===== src/rtl/gates_pkg.sv =====
// gates_pkg: shared gate-result width and the packed entry type.
// No ports. Exports GATES_WIDTH and gate_result_t {and_v, or_v, xor_v}.
package gates_pkg;
   localparam int GATES_WIDTH = 4;
   typedef struct packed {
      logic [GATES_WIDTH-1:0] and_v;
      logic [GATES_WIDTH-1:0] or_v;
      logic [GATES_WIDTH-1:0] xor_v;
   } gate_result_t;
endpackage


===== src/rtl/gates_result_fifo.sv =====
// gates_result_fifo: first-word-fall-through FIFO of gate results with sticky overflow/consistency flags.
// Ports: clk, rst_n (async active-low), clr (sync flush);
//   in_valid/in_ready with bitwise_and/or/xor (push side);
//   out_valid/out_ready with out_and/or/xor (pop side, zero when empty);
//   count (stored entries), overflow (push while full), mismatch (accepted xor != and^or).
// WIDTH is expected to equal gates_pkg::GATES_WIDTH, since entries are held as gate_result_t.
module gates_result_fifo
   import gates_pkg::*;
#(
   parameter int WIDTH = GATES_WIDTH,
   parameter int DEPTH = 4
) (
   input  logic                       clk,
   input  logic                       rst_n,
   input  logic                       clr,
   input  logic                       in_valid,
   output logic                       in_ready,
   input  logic [WIDTH-1:0]           bitwise_and,
   input  logic [WIDTH-1:0]           bitwise_or,
   input  logic [WIDTH-1:0]           bitwise_xor,
   output logic                       out_valid,
   input  logic                       out_ready,
   output logic [WIDTH-1:0]           out_and,
   output logic [WIDTH-1:0]           out_or,
   output logic [WIDTH-1:0]           out_xor,
   output logic [$clog2(DEPTH):0]     count,
   output logic                       overflow,
   output logic                       mismatch
);
   localparam int AW = $clog2(DEPTH);
   localparam int CW = AW + 1;
   gate_result_t    mem [DEPTH];
   gate_result_t    head;
   logic [AW-1:0]   wr_ptr, rd_ptr;
   logic            push, pop;
   assign in_ready  = count != CW'(DEPTH);
   assign out_valid = count != '0;
   assign push      = in_valid && in_ready;
   assign pop       = out_valid && out_ready;
   assign head      = mem[rd_ptr];
   always_comb begin
      out_and = out_valid ? head.and_v : '0;
      out_or  = out_valid ? head.or_v  : '0;
      out_xor = out_valid ? head.xor_v : '0;
   end
   // Pointers are AW bits wide, so increments wrap modulo DEPTH on their own.
   always_ff @(posedge clk or negedge rst_n) begin
      if (!rst_n) begin
         wr_ptr   <= '0;
         rd_ptr   <= '0;
         count    <= '0;
         overflow <= 1'b0;
         mismatch <= 1'b0;
      end else if (clr) begin
         wr_ptr   <= '0;
         rd_ptr   <= '0;
         count    <= '0;
         overflow <= 1'b0;
         mismatch <= 1'b0;
      end else begin
         if (push) wr_ptr <= wr_ptr + 1'b1;
         if (pop) rd_ptr <= rd_ptr + 1'b1;
         count    <= count + CW'(push) - CW'(pop);
         overflow <= overflow | (in_valid & ~in_ready);
         mismatch <= mismatch | (push & (bitwise_xor != (bitwise_and ^ bitwise_or)));
      end
   end
   // Storage is unreset: stale contents are unreachable once the pointers and count are zero.
   always_ff @(posedge clk) begin
      if (push && !clr) mem[wr_ptr] <= '{and_v: bitwise_and, or_v: bitwise_or, xor_v: bitwise_xor};
   end
endmodule


===== config.mk =====
export PLATFORM = sky130hd
export DESIGN_NAME = gates_result_fifo
export DESIGN_NICKNAME = d
export VERILOG_FILES = /design/src/rtl/gates_pkg.sv /design/src/rtl/gates_result_fifo.sv
export SDC_FILE = /design/constraint.sdc
export NUM_CORES = 1
export LEC_CHECK = 0
export BUFFER_PORTS_ARGS = -buffer_cell sky130_fd_sc_hd__buf_2
export CORE_MARGIN = 4
export CORE_UTILIZATION = 60
export CTS_CLUSTER_DIAMETER = 150
export DETAILED_ROUTE_END_ITERATION = 16
export GPL_TIMING_DRIVEN = 0
export PLACE_DENSITY = 0.83
export SYNTH_ARGS = -nofsm -noshare
export SYNTH_HDL_FRONTEND = slang
export SYNTH_SLANG_ARGS = --single-unit

===== constraint.sdc =====
create_clock -name clk -period 5.4 [get_ports clk]
set_input_delay 0.54 -clock clk [delete_from_list [all_inputs] [get_ports clk]]
set_output_delay 0.54 -clock clk [all_outputs]
set_load 0.01 [all_outputs]

==> impl_metrics.env, run 1 <==
export IMPL_critPathKind="register to primary output"
export IMPL_cap_violations=0
export IMPL_cts_sink_count=57
export IMPL_area_of_the_die_sq_mm=0.00522
export IMPL_hold_viol=0
export IMPL_globalRouteTotalUtil=0.195
export IMPL_first_pass_grt_wire_length_microns=7360
export IMPL_period_minus_slack_ps=2470
export IMPL_worstSetupStartpoint="count[1]"
export IMPL_max_freq_mhz=405
export IMPL_core_area_sq_mm=0.00400
export IMPL_power_density_mw_per_mm2=469
export IMPL_status="complete, no violations"
export IMPL_seq_area_frac_synth=0.673
export IMPL_yosysTopAreaCellShare=0.582
export IMPL_tritoncts="done"
export IMPL_power_static_leakage_uw=0.00112
export IMPL_final_setup_skew_ps=5.32
export IMPL_dr_first_iter_drc_count=117
export IMPL_finish_net_count=204
export IMPL_ant_nets=0
export IMPL_number_of_standard_cells_in_the_layout_taps_in_and_fillers_out=235
export IMPL_slew_viol_final=0
export IMPL_place_hpwl_microns=3070
export IMPL_path_clk_slew_ps=60
export IMPL_worstSetupStartpointType="register"
export IMPL_critical_path_peak_fanout=10
export IMPL_synth_seq_cells=57
export IMPL_post_cts_resized_instances=0
export IMPL_nFillCells=254
export IMPL_cp_required_ps=4860
export IMPL_worstSkewPairLatency_ps=320
export IMPL_cts_post_setup_buffers_inserted=0
export IMPL_finalWirelength_microns=4310
export IMPL_max_slew_margin=0.567
export IMPL_cts_max_level=3
export IMPL_cts_root_to_sink_buffers=2
export IMPL_syn_instance_count=136
export IMPL_layout_cells_most_common="sky130_fd_sc_hd__edfxtp_1"
export IMPL_ys_types=28
export IMPL_grt_overflow=0
export IMPL_cts_root_buf="sky130_fd_sc_hd__clkbuf_8"
export IMPL_insertedDiodeCount=0
export IMPL_worst_pin_slew_ps=649
export IMPL_hold_path_class="input port to asynchronous set/reset pin"
export IMPL_floorplan_die_width_microns=72.3
export IMPL_most_used_cells_in_the_layout_excluding_fill_and_tap_cells="sky130_fd_sc_hd__edfxtp_1, sky130_fd_sc_hd__buf_2, sky130_fd_sc_hd__nor2b_1, sky130_fd_sc_hd__mux4_2"
export IMPL_pin_count=36
export IMPL_post_route_cells_drive_above_1_share=0.368
export IMPL_syn_mean_instance_area_sq_um=18.2
export IMPL_dp_cells=220
export IMPL_postSynthNetCount=159
export IMPL_wl_per_cell_microns=18.3
export IMPL_cts_inserted_buffers=9
export IMPL_grt_pass1_vias=1539
export IMPL_placement_rows=23
export IMPL_leading_area_contributor_after_synthesis="sky130_fd_sc_hd__edfxtp_1"
export IMPL_area_growth_synth_to_final_pct=16.5
export IMPL_number_of_antenna_violations_at_the_first_check_in_global_routing=0
export IMPL_final_total_negative_setup_slack_ps=0
export IMPL_vdd_ir_drop_max_v=0.000258
export IMPL_critPathArrivalTime_ps=1930
export IMPL_start_util=0.619
export IMPL_synthTopCellsByArea="sky130_fd_sc_hd__edfxtp_1, sky130_fd_sc_hd__mux4_2, sky130_fd_sc_hd__dfrtp_1"
export IMPL_timing_final_crit_share=0.457
export IMPL_regToRegStartpoint="count[1]"
export IMPL_vias_per_std_cell=5.70
export IMPL_setup_worst_path_end_class="primary output"
export IMPL_gp_congestion=0.696
export IMPL_setup_viol=0
export IMPL_netlist_area_sq_mm=0.00248
export IMPL_die_y_microns=72.3
export IMPL_largest_net_degree_at_the_start_of_global_routing=13
export IMPL_ctsHoldBuffers=0
export IMPL_port_buffers=34
export IMPL_drc=0
export IMPL_rsz0062_at_grt="no"
export IMPL_first_pass_iteration_count_of_the_detailed_router=4
export IMPL_synth_yosys_warnings=0
export IMPL_num_vias=1339
## logic make-up (layout without fill, tap and decap cells)
group,count (synthesis),after routing,synth area share
compound gates,10,10,0.0273
xor+xnor,7,7,0.0470
fa+ha+maj,6,6,0.0333
buf+inv,12,61,0.0288
flops,57,57,0.673
mux,12,12,0.109
simple gates,32,32,0.0818
## power breakdown
group / switching (uW) / internal, uW
registers: 36.8 / 519
clock network: 147 / 206
logic: 229 / 216
total: 413 / 940
## area by class of cell
type	count	area (sq um)	area share
timing repair buffer	34	170	0.0590
clock inverter	5	47.5	0.0165
buffer	5	45.0	0.0156
multi-input combinational	67	739	0.256
clock buffer	10	128	0.0442
sequential	57	1670	0.578
tap	50	62.6	0.0217
inverter	7	26.3	0.00911
## cell usage after synthesis, drive strengths merged
cell and number:
nor2 5, edfxtp 48, nand3 3, nor3b 1, buf 4, a211oi 1, ha 5, clkbuf 1
mux4 12, inv 7, fa 1, nor3 3, a21oi 5, and2 5, xnor3 4, o31ai 1
xor2 3, dfrtp 9, nor2b 13, and4 1, o311ai 1, nand2b 1, o21ai 2
## worst paths after layout
path | to | slack (ps) | depth (start not counted)
max | out_xor[2] | 2930 | 4
min | mismatch | 70 | 1
max reg2reg | count[2] | 2960 | 10
min reg2reg | overflow | 520 | 2
max in group asynchronous | wr_ptr[1] | 5140 | 1
min in group clk | mem[3][0] | 460 | 1
## state kept, by name, summed over array words and instances (netlist names)
register / flops
wr_ptr: 2
count: 3
mem: 48
rd_ptr: 2
overflow: 1
mismatch: 1
## through the flow
| step | setup WS [ps] | area [sq um] | hold WS, ps | total power (uW) | utilization |
|---|---|---|---|---|---|
| 2_1_floorplan | 3160 | 2480 | 244 | 864 | - |
| 3_3_place_gp | 3120 | 2710 | 394 | 989 | 0.678 |
| 3_5_place_dp | 2970 | 2710 | 406 | 1020 | 0.678 |
| 4_1_cts | 2860 | 2890 | 64.2 | 1370 | 0.721 |
| 5_1_grt | 2760 | 2890 | 72.2 | 1430 | 0.721 |
| 6_report | 2930 | 2890 | 70.3 | 1350 | 0.721 |
## worst max-delay path: stages (launching register included)
cell and delay (ps):
sky130_fd_sc_hd__dfrtp_1 500, sky130_fd_sc_hd__nor3_1 530, sky130_fd_sc_hd__buf_2 360, sky130_fd_sc_hd__nor2b_1 80, sky130_fd_sc_hd__buf_2 140
## per-layer routing
metal / global-route usage / vias up / wire (microns)
met2: 0.339 / 54 / 2330
li1: - / 610 / -
met4: 0.0772 / 0 / 75
met3: 0.0679 / 8 / 286
met1: 0.220 / 667 / 1620
met5: 0 / - / 0
(Power assumes the default switching activity.)
==> run 2, diff against run 1 <==
--- a/config.mk
+++ b/config.mk
@@ -7,11 +7,11 @@
 export LEC_CHECK = 0
 export BUFFER_PORTS_ARGS = -buffer_cell sky130_fd_sc_hd__buf_2
 export CORE_MARGIN = 4
-export CORE_UTILIZATION = 60
+export CORE_UTILIZATION = 56
 export CTS_CLUSTER_DIAMETER = 150
 export DETAILED_ROUTE_END_ITERATION = 16
 export GPL_TIMING_DRIVEN = 0
-export PLACE_DENSITY = 0.83
+export PLACE_DENSITY = 0.78
 export SYNTH_ARGS = -nofsm -noshare
 export SYNTH_HDL_FRONTEND = slang
 export SYNTH_SLANG_ARGS = --single-unit
==> constraint.sdc (replaced) <==
create_clock -name clk -period 2.45 [get_ports clk]
set_input_delay 0.245 -clock clk [delete_from_list [all_inputs] [get_ports clk]]
set_output_delay 0.245 -clock clk [all_outputs]
set_load 0.01 [all_outputs]
==> impl_metrics.env, run 2 (synthesis gave the netlist of run 1 again) <==
export IMPL_sequentialPowerShare=0.413
export IMPL_power_static_leakage_uw=0.00112
export IMPL_first_pass_grt_wire_length_microns=6620
export IMPL_max_slew_margin=0.574
export IMPL_timing_critical_path_cells="nor3b_4 > inv_2 > a21oi_2 > nand2b_1 > ha_1 > inv_1 > fa_1 > xor2_1 > and2_1 > nor3_1"
export IMPL_final_setup_skew_ps=6.20
export IMPL_reg_top3="mem: 48 flops, count: 3 flops"
export IMPL_path_length_in_cells_of_the_critical_path=10
export IMPL_slowest_stage="sky130_fd_sc_hd__dfrtp_1"
export IMPL_min_delay_worst_endpoint="mem[3][7]"
export IMPL_drc=0
export IMPL_finish_net_count=207
export IMPL_port_buffers=34
export IMPL_setup_worst_path_end_class="register"
export IMPL_post_route_cells_drive_above_1_share=0.381
export IMPL_switching_share=0.307
export IMPL_total_switching_power_uw=911
export IMPL_pin_count=36
export IMPL_max_freq_mhz=440
export IMPL_grt_pass1_vias=1418
export IMPL_gp_congestion=0.714
export IMPL_top_register="mem"
export IMPL_ant_nets=0
export IMPL_max_stage_delay_ps=460
export IMPL_internal_power_uw=2060
export IMPL_p_comb_frac=0.336
export IMPL_floorplan_die_width_microns=74.5
export IMPL_hold_path_class="input port to register"
export IMPL_core_area_sq_mm=0.00414
export IMPL_power_density_mw_per_mm2=1020
export IMPL_number_of_antenna_violations_at_the_first_check_in_global_routing=0
export IMPL_critPathKind="register to register"
export IMPL_start_util=0.598
export IMPL_finalWirelength_microns=4220
export IMPL_die_y_microns=74.5
export IMPL_cap_violations=0
export IMPL_cts_max_level=3
export IMPL_tritoncts="done"
export IMPL_number_of_standard_cells_in_the_layout_taps_in_and_fillers_out=239
export IMPL_period_minus_slack_ps=2280
export IMPL_clock_power_share=0.252
export IMPL_cts_sink_count=57
export IMPL_r2r_slack_ps=170
export IMPL_area_of_the_die_sq_mm=0.00555
export IMPL_r2r_end="count[2]"
export IMPL_cts_inserted_buffers=9
export IMPL_num_vias=1327
export IMPL_slew_viol_final=0
export IMPL_critical_path_peak_fanout=6
export IMPL_vias_per_std_cell=5.55
export IMPL_post_route_util=0.703
export IMPL_wl_per_cell_microns=17.7
export IMPL_timing_final_crit_share=0.929
export IMPL_vdd_ir_drop_max_v=0.000565
export IMPL_place_ws_ps=51.0
export IMPL_cts_root_buf="sky130_fd_sc_hd__clkbuf_8"
export IMPL_most_used_cells_in_the_layout_excluding_fill_and_tap_cells="sky130_fd_sc_hd__edfxtp_1, sky130_fd_sc_hd__buf_2, sky130_fd_sc_hd__nor2b_1, sky130_fd_sc_hd__mux4_2, sky130_fd_sc_hd__clkbuf_8"
export IMPL_critical_path_n_buffers_inverters=2
export IMPL_dr_first_iter_drc_count=73
export IMPL_worstSkewPairLatency_ps=320
export IMPL_critPathArrivalTime_ps=2500
export IMPL_largest_reg_flops=48
export IMPL_placement_rows=23
export IMPL_path_clk_slew_ps=60
export IMPL_layout_cells_most_common="sky130_fd_sc_hd__edfxtp_1"
export IMPL_dp_cells=220
export IMPL_regToRegStartpoint="count[0]"
export IMPL_largest_net_degree_at_the_start_of_global_routing=13
export IMPL_worst_pin_slew_ps=639
export IMPL_first_pass_iteration_count_of_the_detailed_router=4
export IMPL_globalRouteTotalUtil=0.174
export IMPL_setup_viol=0
export IMPL_insertedDiodeCount=0
export IMPL_rr_worst_depth=10
export IMPL_post_route_worst_setup_slack_ps=175
export IMPL_worstSetupStartpointType="register"
export IMPL_timing_critical_path_max_delay_family="simple AND/OR/NAND/NOR gates"
export IMPL_hold_start="bitwise_or[3]"
export IMPL_area_growth_synth_to_final_pct=17.5
export IMPL_grt_overflow=0
export IMPL_cp_required_ps=2680
export IMPL_min_delay_path_depth=1
export IMPL_cts_root_to_sink_buffers=2
export IMPL_hold_viol=0
export IMPL_status="complete, no violations"
## run 2: changes by cell type in the layout (fill, tap and decap cells not counted), sizes merged
| cell | before | now |
|---|---|---|
| bufinv | 1 | 0 |
| clkinvlp | 0 | 1 |
| buf | 38 | 40 |
| clkbuf | 11 | 14 |
| clkinv | 4 | 2 |
| dlygate4sd3 | 0 | 1 |
## run 2: stage by stage
step | hold slack (ps) | setup TNS, ps | power (uW) | cell area, sq um
finish | 156 | 0 | 2970 | 2910
global route | 139 | -15.3 | 3140 | 2910
CTS | 133 | 0 | 2980 | 2890
detailed placement | 110 | 0 | 2230 | 2710
global placement | 101 | 0 | 2190 | 2710
floorplan | -50.6 | 0 | 1900 | 2480
## run 2: how the worst max path moves through the flow
stage,from,endpoint,slack [ps]
floorplan,count[1],count[2],210
global placement,count[1],count[2],170
detailed placement,count[1],count[2],50
CTS,count[1],count[2],30
global route,count[0],count[2],-20
finish,count[0],count[2],170
## run 2: repair_timing
item                                   4_1_cts  5_1_grt
gates resized for setup                      0        2
setup endpoints to repair                    0        1
buffers inserted                             0        2
hold buffers                                 1        0
endpoints found under the hold margin        9        0
## run 2: worst reg2reg max path, delay by kind of cell (launching register included)
kind | cells | cell delay [ps]
adder cells (fa/ha/maj) | 2 | 510
XOR/XNOR | 1 | 170
buffers and inverters | 2 | 150
flip-flops | 1 | 460
AO/OA/AOI/OAI | 1 | 190
AND/OR/NAND/NOR | 4 | 710
## run 2: cell type report
class                      instances  area, sq um
timing repair buffer              37          195
inverter                           7         26.3
multi-input combinational         67          739
clock buffer                      13          159
clock inverter                     3         15.0
tap                               50         62.6
sequential                        57         1670
fill                             273         1230
buffer                             5         45.0
## run 2: per-layer routing
| layer | vias to the layer above | part of all wire | GRT usage |
|---|---|---|---|
| met5 | - | 0 | 0 |
| met4 | 0 | 0.026 | 0.107 |
| met3 | 10 | 0.042 | 0.0405 |
| met2 | 34 | 0.53 | 0.303 |
| met1 | 663 | 0.40 | 0.190 |
| li1 | 620 | - | - |
## run 2: power by group through the flow
stage | clock network, uW | logic [uW] | registers, uW
after floorplan | 0 | 667 | 1240
after global placement | 0 | 955 | 1230
after detailed placement | 0 | 990 | 1240
after CTS | 761 | 995 | 1220
after global routing | 802 | 1100 | 1240
final | 746 | 996 | 1220
==> run 3, diff against run 2 <==
==> config.mk (replaced) <==
export PLATFORM = sky130hd
export DESIGN_NAME = gates_result_fifo
export DESIGN_NICKNAME = d
export VERILOG_FILES = /design/src/rtl/gates_pkg.sv /design/src/rtl/gates_result_fifo.sv
export SDC_FILE = /design/constraint.sdc
export NUM_CORES = 1
export LEC_CHECK = 0
export CORE_MARGIN = 4
export CORE_UTILIZATION = 61
export CTS_CLUSTER_DIAMETER = 150
export DETAILED_ROUTE_END_ITERATION = 16
export DONT_BUFFER_PORTS = 1
export GPL_TIMING_DRIVEN = 0
export HOLD_SLACK_MARGIN = 0.02
export PLACE_DENSITY = 0.77
export SYNTH_ARGS = -nofsm -noshare
export SYNTH_HDL_FRONTEND = slang
export SYNTH_SLANG_ARGS = --single-unit
==> impl_metrics.env, run 3 (synthesis gave the netlist of run 1 again) <==
export IMPL_worstSkewPairLatency_ps=320
export IMPL_critical_path_peak_fanout=7
export IMPL_rr_worst_depth=10
export IMPL_min_delay_path_depth=2
export IMPL_finalWirelength_microns=4380
export IMPL_period_minus_slack_ps=2310
export IMPL_status="complete, no violations"
export IMPL_cts_sink_count=57
export IMPL_hold_viol=0
export IMPL_r2r_end="count[2]"
export IMPL_slew_viol_final=0
export IMPL_post_route_worst_setup_slack_ps=139
export IMPL_placed_instance_area_sq_mm=0.00254
export IMPL_core_area_sq_mm=0.00380
export IMPL_finish_net_count=184
export IMPL_layout_cells_most_common="sky130_fd_sc_hd__edfxtp_1"
export IMPL_insertedDiodeCount=0
export IMPL_max_freq_mhz=433
export IMPL_largest_net_degree_at_the_start_of_global_routing=13
export IMPL_hold_start="in_valid"
export IMPL_first_pass_iteration_count_of_the_detailed_router=4
export IMPL_place_hpwl_microns=2760
export IMPL_area_growth_synth_to_final_pct=15.3
export IMPL_grt_overflow=0
export IMPL_place_ws_ps=46.1
export IMPL_setup_worst_path_end_class="register"
export IMPL_hold_path_class="input port to register"
export IMPL_drc=0
export IMPL_floorplan_die_width_microns=71.7
export IMPL_nFillCells=226
export IMPL_dp_cells=184
export IMPL_largest_reg_flops=48
export IMPL_cts_inserted_buffers=9
export IMPL_worst_hold_slack_ps=85.4
export IMPL_max_slew_margin=0.558
export IMPL_critPathKind="register to register"
export IMPL_power_static_leakage_uw=0.00102
export IMPL_cts_root_to_sink_buffers=2
export IMPL_wl_per_cell_microns=20.5
export IMPL_start_util=0.652
export IMPL_gp_congestion=0.784
export IMPL_setup_viol=0
export IMPL_vias_per_std_cell=5.91
export IMPL_most_used_cells_in_the_layout_excluding_fill_and_tap_cells="sky130_fd_sc_hd__edfxtp_1, sky130_fd_sc_hd__dlygate4sd3_1, sky130_fd_sc_hd__nor2b_1, sky130_fd_sc_hd__mux4_2, sky130_fd_sc_hd__clkbuf_8"
export IMPL_cts_root_buf="sky130_fd_sc_hd__clkbuf_8"
export IMPL_grt_pass1_vias=1297
export IMPL_cts_max_level=3
export IMPL_first_pass_grt_wire_length_microns=6750
export IMPL_path_clk_slew_ps=60
export IMPL_cp_required_ps=2680
export IMPL_number_of_standard_cells_in_the_layout_taps_in_and_fillers_out=214
export IMPL_max_stage_delay_ps=490
export IMPL_critPathArrivalTime_ps=2550
export IMPL_dr_first_iter_drc_count=85
export IMPL_finalInstanceArea_sq_mm=0.00286
export IMPL_timing_final_crit_share=0.943
export IMPL_final_total_negative_setup_slack_ps=0
export IMPL_area_of_the_die_sq_mm=0.00515
export IMPL_tritoncts="done"
export IMPL_min_delay_worst_endpoint="wr_ptr[1]"
export IMPL_port_buffers=0
export IMPL_pin_count=36
export IMPL_num_vias=1264
export IMPL_placement_rows=22
export IMPL_reg_top3="mem: 48 flops, count: 3 flops"
export IMPL_globalRouteTotalUtil=0.187
export IMPL_post_route_cells_drive_above_1_share=0.223
export IMPL_vdd_ir_drop_max_v=0.000533
export IMPL_worst_pin_slew_ps=663
export IMPL_slowest_stage="sky130_fd_sc_hd__dfrtp_2"
export IMPL_timing_critical_path_cells="nor3b_4 > inv_2 > a21oi_4 > nand2b_1 > ha_1 > inv_1 > fa_1 > xor2_1 > and2_1 > nor3_1"
export IMPL_power_density_mw_per_mm2=991
export IMPL_number_of_antenna_violations_at_the_first_check_in_global_routing=0
export IMPL_r2r_slack_ps=140
export IMPL_regToRegStartpoint="count[1]"
export IMPL_top_register="mem"
export IMPL_final_setup_skew_ps=5.98
export IMPL_ant_nets=0
export IMPL_worstSetupStartpointType="register"
export IMPL_cap_violations=0
export IMPL_die_y_microns=71.7
run 3: how the worst max path moves through the flow:
stage | startpoint | end | slack [ps] | depth (start not counted)
after global placement | count[1] | count[2] | 70 | 10
after CTS | count[1] | count[2] | 40 | 10
after global routing | count[1] | count[2] | -30 | 10
after detailed placement | count[1] | count[2] | 50 | 10
final | count[1] | count[2] | 140 | 10
after floorplan | count[1] | count[2] | 210 | 10
run 3: area by class of cell:
type                    instances  area, sq um  area share
plain buffers                   5         45.0      0.0158
repair buffers                 14          138      0.0482
clock inverters                 1         3.75     0.00131
multi-input cells              67          747       0.261
well taps                      48         60.1      0.0210
flip-flops and latches         57         1670       0.585
inverters                       7         26.3     0.00920
clock buffers                  15          166      0.0583
run 3: routing by layer:
layer	track usage	part of all wire	vias up
met1	0.230	0.40	639
met5	0	0	-
met4	0.0752	0.016	0
met2	0.293	0.52	51
met3	0.0785	0.065	9
li1	-	-	565
run 3: where the power goes:
part / switching, uW / internal (uW)
sequential: 98.5 / 1150
combinational: 458 / 383
clock: 323 / 421
total: 879 / 1950
run 3: per-stage QoR:
| stage | total power [uW] | utilization |
|---|---|---|
| 2_1_floorplan | 1900 | - |
| 3_3_place_gp | 2030 | 0.668 |
| 3_5_place_dp | 2060 | 0.668 |
| 4_1_cts | 2850 | 0.748 |
| 5_1_grt | 3000 | 0.752 |
| 6_report | 2830 | 0.752 |
run 3: critical path, delay by kind of cell (launching register included):
family | cells | cell delay (ps)
AO/OA/AOI/OAI | 1 | 150
XOR/XNOR | 1 | 170
adder cells (fa/ha/maj) | 2 | 500
buffers and inverters | 2 | 200
flip-flops | 1 | 490
AND/OR/NAND/NOR | 4 | 710
run 3: repair_timing:
action / in CTS / in global routing
hold endpoints to repair: 57 / 0
gates resized for setup: 2 / 2
setup endpoints to repair: 1 / 1
hold buffers: 13 / 0
setup buffers: 0 / 1
pin swaps: 0 / 2
